<file path="config.mk">
export PLATFORM = sky130hd
export DESIGN_NAME = muldiv_sequencer_flat
export DESIGN_NICKNAME = d
export VERILOG_FILES = /design/src/rtl/muldiv_sequencer_if.sv /design/src/rtl/muldiv_sequencer.sv /design/src/flat_wrapper.sv
export SDC_FILE = /design/constraint.sdc
export NUM_CORES = 2
export LEC_CHECK = 0
export ABC_AREA = 1
export BUFFER_PORTS_ARGS = -buffer_cell sky130_fd_sc_hd__buf_2
export CAP_MARGIN = 20
export CORE_UTILIZATION = 56
export CTS_CLUSTER_DIAMETER = 50
export CTS_CLUSTER_SIZE = 25
export DETAILED_ROUTE_END_ITERATION = 10
export PLACE_DENSITY = 0.71
export SYNTH_ARGS = -nofsm -noshare
export SYNTH_HDL_FRONTEND = slang
export SYNTH_SLANG_ARGS = --single-unit
</file>
<file path="constraint.sdc">
create_clock -name clk -period 28 [get_ports clk]
set_clock_uncertainty 0.05 [all_clocks]
set_input_delay 8.4 -clock clk [delete_from_list [all_inputs] [get_ports clk]]
set_output_delay 8.4 -clock clk [all_outputs]
set_load 0.005 [all_outputs]
</file>
<file path="src/rtl/muldiv_sequencer_if.sv">
// muldiv_sequencer_if: EX-stage handshake between the pipeline and the RV32M sequencer
interface muldiv_sequencer_if #(parameter int XLEN = 32);
    logic            start;
    logic            flush;
    logic [2:0]      func3;
    logic [XLEN-1:0] op_a;
    logic [XLEN-1:0] op_b;
    logic            stall;
    logic [XLEN-1:0] result;
    logic            result_valid;
    modport master (output start, flush, func3, op_a, op_b, input stall, result, result_valid);
    modport slave  (input start, flush, func3, op_a, op_b, output stall, result, result_valid);
endinterface

</file>
<file path="src/rtl/muldiv_sequencer.sv">
// muldiv_sequencer: RV32M multiply/divide sequencer; MULDIV_DIV_FASTPATH_EN enables the early-out for div-by-zero and signed overflow
module muldiv_sequencer #(
    parameter int XLEN        = 32,
    parameter int MUL_LATENCY = 2
) (
    input logic               clk,
    input logic               rst_n,
    muldiv_sequencer_if.slave bus
);
    localparam int CMAX = (XLEN > MUL_LATENCY) ? XLEN : MUL_LATENCY;
    localparam int CW   = (CMAX > 2) ? $clog2(CMAX) : 1;

    typedef enum logic [1:0] {IDLE, MUL, DIV, DONE} state_t;

    state_t            state, nxt;
    logic [CW-1:0]     cnt;
    logic [1:0]        f3;
    logic [XLEN-1:0]   a, quo, rem, dvs;
    logic [2*XLEN-1:0] prod;
    logic              neg_q, neg_r, div0, ovf;

    logic              accept, sdiv_in, div0_in, ovf_in, fast, sa_m, sb_m, ge;
    logic [XLEN-1:0]   ma_in, mb_in, fast_res, q_n, r_n, q_fix, r_fix, mul_sel, div_sel;
    logic [XLEN:0]     trial, diff;
    logic [2*XLEN-1:0] ae, be, p_full;

    assign accept  = state == IDLE && bus.start && !bus.flush;
    assign sdiv_in = bus.func3[2] & ~bus.func3[0];
    assign ma_in   = (sdiv_in & bus.op_a[XLEN-1]) ? -bus.op_a : bus.op_a;
    assign mb_in   = (sdiv_in & bus.op_b[XLEN-1]) ? -bus.op_b : bus.op_b;
    assign div0_in = bus.op_b == '0;
    assign ovf_in  = sdiv_in && bus.op_a == {1'b1, {(XLEN-1){1'b0}}} && &bus.op_b;
    assign fast_res = bus.func3[1] ? (div0_in ? bus.op_a : '0) : (div0_in ? '1 : bus.op_a);

`ifdef MULDIV_DIV_FASTPATH_EN
    assign fast = bus.func3[2] & (div0_in | ovf_in);
`else
    assign fast = 1'b0;
`endif

    // MULH/MULHSU treat rs1 as signed, only MULH treats rs2 as signed; MUL's low half is sign-agnostic
    assign sa_m   = bus.func3[1:0] != 2'b11 && bus.op_a[XLEN-1];
    assign sb_m   = bus.func3[1:0] == 2'b01 && bus.op_b[XLEN-1];
    assign ae     = {{XLEN{sa_m}}, bus.op_a};
    assign be     = {{XLEN{sb_m}}, bus.op_b};
    assign p_full = ae * be;

    // one restoring step: shift the next dividend bit into rem, keep the subtraction if it did not borrow
    assign trial = {rem, quo[XLEN-1]};
    assign diff  = trial - {1'b0, dvs};
    assign ge    = !diff[XLEN];
    assign q_n   = {quo[XLEN-2:0], ge};
    assign r_n   = ge ? diff[XLEN-1:0] : trial[XLEN-1:0];

    assign q_fix   = div0 ? '1 : ovf ? a : (neg_q ? -q_n : q_n);
    assign r_fix   = div0 ? a : ovf ? '0 : (neg_r ? -r_n : r_n);
    assign div_sel = f3[1] ? r_fix : q_fix;
    assign mul_sel = f3 == 2'b00 ? prod[XLEN-1:0] : prod[2*XLEN-1:XLEN];

    // state register
    always_ff @(posedge clk) begin
        if (!rst_n) state <= IDLE;
        else        state <= nxt;
    end

    // next state and the combinational pipeline stall
    always_comb begin
        nxt = state;
        case (state)
            IDLE:    nxt = accept ? (fast ? DONE : (bus.func3[2] ? DIV : MUL)) : IDLE;
            MUL:     nxt = cnt == '0 ? DONE : MUL;
            DIV:     nxt = cnt == '0 ? DONE : DIV;
            default: nxt = IDLE;
        endcase
        if (bus.flush) nxt = IDLE;
        bus.stall = rst_n & (state == MUL || state == DIV || accept);
    end

    // operand latch, iteration counter, divide datapath and registered result
    always_ff @(posedge clk) begin
        if (!rst_n) begin
            cnt              <= '0;
            f3               <= '0;
            a                <= '0;
            quo              <= '0;
            rem              <= '0;
            dvs              <= '0;
            prod             <= '0;
            neg_q            <= 1'b0;
            neg_r            <= 1'b0;
            div0             <= 1'b0;
            ovf              <= 1'b0;
            bus.result       <= '0;
            bus.result_valid <= 1'b0;
        end else begin
            bus.result_valid <= nxt == DONE;
            if (accept) begin
                f3    <= bus.func3[1:0];
                a     <= bus.op_a;
                prod  <= p_full;
                quo   <= ma_in;
                dvs   <= mb_in;
                rem   <= '0;
                neg_q <= sdiv_in & (bus.op_a[XLEN-1] ^ bus.op_b[XLEN-1]);
                neg_r <= sdiv_in & bus.op_a[XLEN-1];
                div0  <= div0_in;
                ovf   <= ovf_in;
                cnt   <= bus.func3[2] ? CW'(XLEN - 1) : CW'(MUL_LATENCY - 1);
            end
            if (state == MUL || state == DIV) cnt <= cnt - CW'(1);
            if (state == DIV) begin
                quo <= q_n;
                rem <= r_n;
            end
            if (nxt == DONE) bus.result <= state == MUL ? mul_sel : state == DIV ? div_sel : fast_res;
        end
    end
endmodule

</file>
<file path="src/flat_wrapper.sv">
// flat-port wrapper written by rule: the top's interface ports become plain ports
module muldiv_sequencer_flat 
#(
    parameter int XLEN        = 32,
    parameter int MUL_LATENCY = 2
)
  (clk, rst_n, bus_start, bus_flush, bus_func3, bus_op_a, bus_op_b, bus_stall, bus_result, bus_result_valid);
  muldiv_sequencer_if #(.XLEN(XLEN)) bus_i ();
  input logic clk;
  input logic rst_n;
  input wire logic [$bits(bus_i.start)-1:0] bus_start;
  input wire logic [$bits(bus_i.flush)-1:0] bus_flush;
  input wire logic [$bits(bus_i.func3)-1:0] bus_func3;
  input wire logic [$bits(bus_i.op_a)-1:0] bus_op_a;
  input wire logic [$bits(bus_i.op_b)-1:0] bus_op_b;
  output wire logic [$bits(bus_i.stall)-1:0] bus_stall;
  output wire logic [$bits(bus_i.result)-1:0] bus_result;
  output wire logic [$bits(bus_i.result_valid)-1:0] bus_result_valid;
  assign bus_i.start = bus_start;
  assign bus_i.flush = bus_flush;
  assign bus_i.func3 = bus_func3;
  assign bus_i.op_a = bus_op_a;
  assign bus_i.op_b = bus_op_b;
  assign bus_stall = bus_i.stall;
  assign bus_result = bus_i.result;
  assign bus_result_valid = bus_i.result_valid;
  muldiv_sequencer #(.XLEN(XLEN), .MUL_LATENCY(MUL_LATENCY)) u_core (.clk(clk), .rst_n(rst_n), .bus(bus_i));
endmodule
</file>
# Yosys cells after proc, flatten, opt, wreduce, memory -nomap -nowiden
# Index checks and enable logic that the tools add are counted.
[op_classes] bitwise_logic=7 n_mul=1 addsub=6 mux=29 reduce_logical=17 eq_ne=6
[ops] cell="two-way mux 32 bit" n=20
[ops] cell="negator 32 bit" n=4
[ops] cell="multiplier 33 x 33 -> 64 bit" n=1
[ops] cell="subtractor 33 x 32 -> 33 bit" n=1
[ops] cell="equality test 32 bit (second input constant)" n=1
[ops] cell="logical NOT 32 bit" n=1
[ops] cell="AND reduction 32 bit" n=1
[ops] cell="two-way mux 5 bit" n=3
[ops] cell="two-way mux 2 bit" n=4
[ops] cell="logical AND 1 bit" n=6
[ops] cell="case mux 2 bit (3 select lines)" n=1
[ops] cell="bitwise AND 1 bit" n=5
[ops] cell="logical NOT 5 bit" n=1
[ops] cell="subtractor 5 x 1 -> 5 bit (second input constant)" n=1
[ops] cell="equality test 2 x 1 -> 1 bit (second input constant)" n=2
[ops] cell="equality test 2 bit (second input constant)" n=2
[ops] cell="logical NOT 2 bit" n=2
[ops] cell="nonzero test 2 bit" n=2
[ops] cell="logical NOT 1 bit" n=2
[ops] cell="logical OR 1 bit" n=2
[ops] cell="inequality test 2 bit (second input constant)" n=1
[ops] cell="two-way mux 1 bit" n=1
[ops] cell="NOT 1 bit" n=1
[ops] cell="bitwise XOR 1 bit" n=1
[word_totals] register_bits=238 word_cells=80 inputBits=71 out_inout_bits=34

# Logic depth before layout (Yosys ltp)
[logic_depth] depth_word=9 mapped_depth=36 ltp_nobuf=34

# Worst setup path after synthesis
# OpenSTA, ideal clock, no wires.
[synth_path] kind="input to output" startpoint="input rst_n" endpoint="output bus_stall" slack_ps=10193 arrival_time_ps=9357 path_buffers=3 cell_stages=5 required_ps=19550 path_cell_list="clkbuf_1 clkinv_1 clkbuf_1 clkbuf_1 nor2_1"
[synth_between] elab_chain_len=1
[synth_rtl] element="start, declared" line="flat_wrapper.sv:10" text="input logic rst_n;"
[synth_rtl] element="bitwise AND 1 bit" line="muldiv_sequencer.sv:76" text="bus.stall = rst_n & (state == MUL || state == DIV || accept);"
[synth_rtl] element="end, declared" line="flat_wrapper.sv:16" text="output wire logic [$bits(bus_i.stall)-1:0] bus_stall;"
# No other way between the ends.

# Worst setup path in the final report
[layout_path] startpoint="input bus_flush" endpoint="output bus_stall"
[layout_between] elab_chain_len=4
[layout_rtl] element="start, declared" line="flat_wrapper.sv:12" text="input wire logic [$bits(bus_i.flush)-1:0] bus_flush;"
[layout_rtl] element="logical NOT 1 bit" line="muldiv_sequencer.sv:27" text="assign accept = state == IDLE && bus.start && !bus.flush;"
[layout_rtl] element="logical AND 1 bit" line="muldiv_sequencer.sv:27"
[layout_rtl] element="logical OR 1 bit" line="muldiv_sequencer.sv:76"
[layout_rtl] element="bitwise AND 1 bit" line="muldiv_sequencer.sv:76"
# No other way between the ends.

==> flow_summary.ini <==
[run_status]
status = complete, no violations

[cts]
cts_buffers = 34
clock_sinks = 238
clk_pin_slew_ns = 0.06
cts_buffer_depth = 3
cts_tree = yes
clockRootBuffer = clkbuf_16
cts.repair.resized = 0
post-cts-setup-buffers = 0
clkLatencyLatePin_ns = 0.56
cts_hold_buf = 0
htree_levels = 2

[critical_path]
arrival_ns = 10.48
crit_fanout = 100
critPathKind = primary input to output pin
startpoint_type = primary input
cp-end-kind = output pin
crit_required_ns = 19.55

[layout]
area_growth_pct = 4.11
drive_above_1_share_pct = 4.65
design_area_um2 = 58600
fillers = 9298
nets = 8952
seqCellArea_um2 = 4760
instances_no_fill = 8816
multiInputGateArea_um2 = 42600

[die]
rows = 115
core_um2 = 99000
die_height_um = 319
die_area_um2 = 102000
initial_utilization_pct = 56.9
pin_count = 105
die_w_um = 319

[logic_synthesis]
synth_edf_count = 0
synth_top_area_cell = fa_1
synth_nets = 9144
ys.flop_type = dfxtp_1
netlist_top_cells_count = inv_1 (1950), nand2_1 (1943), fa_1 (1126)
synthDominantCellAreaShare_pct = 40.0
avgSynthCellArea_um2 = 7.32
ys_seq_elements = 238
yosysWarnings = 0
yosysSeqAreaShare_pct = 8.46
yosysMostFrequentCell = inv_1
async_flop_share_pct = 0
synthCells = 7692
syn-cell-area_um2 = 56300
ys_types = 55
synth.area.top_cells = fa_1 (40%), inv_1 (13%), nand2_1 (13%), dfxtp_1 (8.5%), ha_1 (5.7%)

[route]
final_antenna_net_count = 0
routed_wl_um = 176000
num_vias = 49151
post_drt_wl_per_cell_um = 19.9
post-route-drc-count = 0
vias_per_cell = 5.58
dr.pass1.iters = 6
dr.first_iter.drc_count = 4512

[sta]
fmax_ghz = 0.0528
min_period_ns = 18.93
worst_pin_slew_ns = 1.12
rsz0062_at_grt = no
timing.final.ws_setup_ns = 9.07
slew_headroom_pct = 25.1
setup_viol = 0
final-hold-violation-count = 0
min_period_over_period_pct = 67.6
slew_viol_final = 0
finalSetupTns_ns = 0

[grt]
globalRoute.totalOverflow = 0
antenna_found_initial = 9
grt_pass1_wl_um = 282000
grt_pass1_vias = 50052
grt_use_total_pct = 35.4
grt_max_degree = 113

[place]
post-dp-hpwl_um = 136000
preCtsSetupSlack_ns = 8.66
placed_area_um2 = 57400
place_inst = 8749
gp_congestion = 0.964
io_buffer_count = 104

[hold_path]
hold_path.class = register to register

[run]
max_cap_viol_count = 0
-- path summary, 6_finish.rpt --
kind	startpoint	depth (start not counted)	slack [ns]	endpoint
setup reg to reg	u_core.dvs[1]	30	22.07	u_core.bus.result[28]
hold reg to reg	u_core.prod[0]	2	0.43	u_core.prod[0]
hold / removal	u_core.prod[0]	2	0.43	u_core.prod[0]
setup / recovery	bus_flush	9	9.07	bus_stall
-- registers in the layout, summed over array words and instances (netlist names), 2 cells and up --
| name | flops |
|---|---|
| u_core.quo | 32 |
| u_core.a | 32 |
| u_core.f3 | 2 |
| u_core.rem | 32 |
| u_core.dvs | 32 |
| u_core.state | 2 |
| u_core.bus.result | 32 |
| u_core.prod | 64 |
| u_core.cnt | 5 |
-- per-stage QoR --
step	hold slack, ns	utilization (%)
2_1_floorplan	0.380	-
4_1_cts	0.422	59.2
3_3_place_gp	0.394	58.0
3_5_place_dp	0.411	58.0
6_report	0.426	59.2
5_1_grt	0.437	59.2
-- routing by layer --
layer | GRT usage (%) | vias up | routed length (µm)
li1 | - | 22116 | -
met5 | 0 | - | 62
met3 | 6.06 | 386 | 17200
met1 | 49.6 | 24265 | 73200
met2 | 56.2 | 2372 | 79800
met4 | 10.7 | 12 | 5720
-- placed cells by master, fill, tap and decap left out, types with 9 or more instances in the layout --
cell type / n
inv_1: 1950
nand2_1: 1943
fa_1: 1126
nor2_1: 371
a21oi_1: 352
o21ai_0: 319
ha_1: 254
dfxtp_1: 238
nand3_1: 188
buf_2: 103
xor2_1: 80
buf_4: 79
a31oi_1: 66
o211ai_1: 51
nor3_1: 41
nand2_2: 40
xnor2_1: 38
clkbuf_16: 35
nand4_1: 29
o21ai_1: 21
nor4_1: 17
nand3b_1: 15
nor2_2: 14
o221ai_1: 12
o21bai_1: 9
-- area by class of cell --
class                      count  share of cell area [%]
multi-input combinational   5080                    72.6
inverter                    1962                    12.6
sequential                   238                    8.13
tap                         1287                    2.75
timing repair buffer         184                    1.98
clock buffer                  40                    1.58
clock inverter                17                   0.356
antenna                        8                  0.0341
-- cell families after synthesis --
family	synth area share, %
and+or+nand+nor	19.4
buffers and inverters	16.0
adders and majority gates	45.7
AOI/OAI and AO/OA	8.62
DFF	8.46
xor gates and xnor gates	1.84
-- worst max-delay path, stage by stage --
cell and delay, ns:
buf_2 0.12, inv_1 0.09, nand3_4 0.06, buf_4 0.19
buf_16 0.22, inv_4 0.62, nor2_1 0.25, nor2_1 0.29
buf_2 0.17
Power is left out: the tool's default activity adds up to more than one toggle a clock period on the data nets, which glitch-free logic cannot reach.
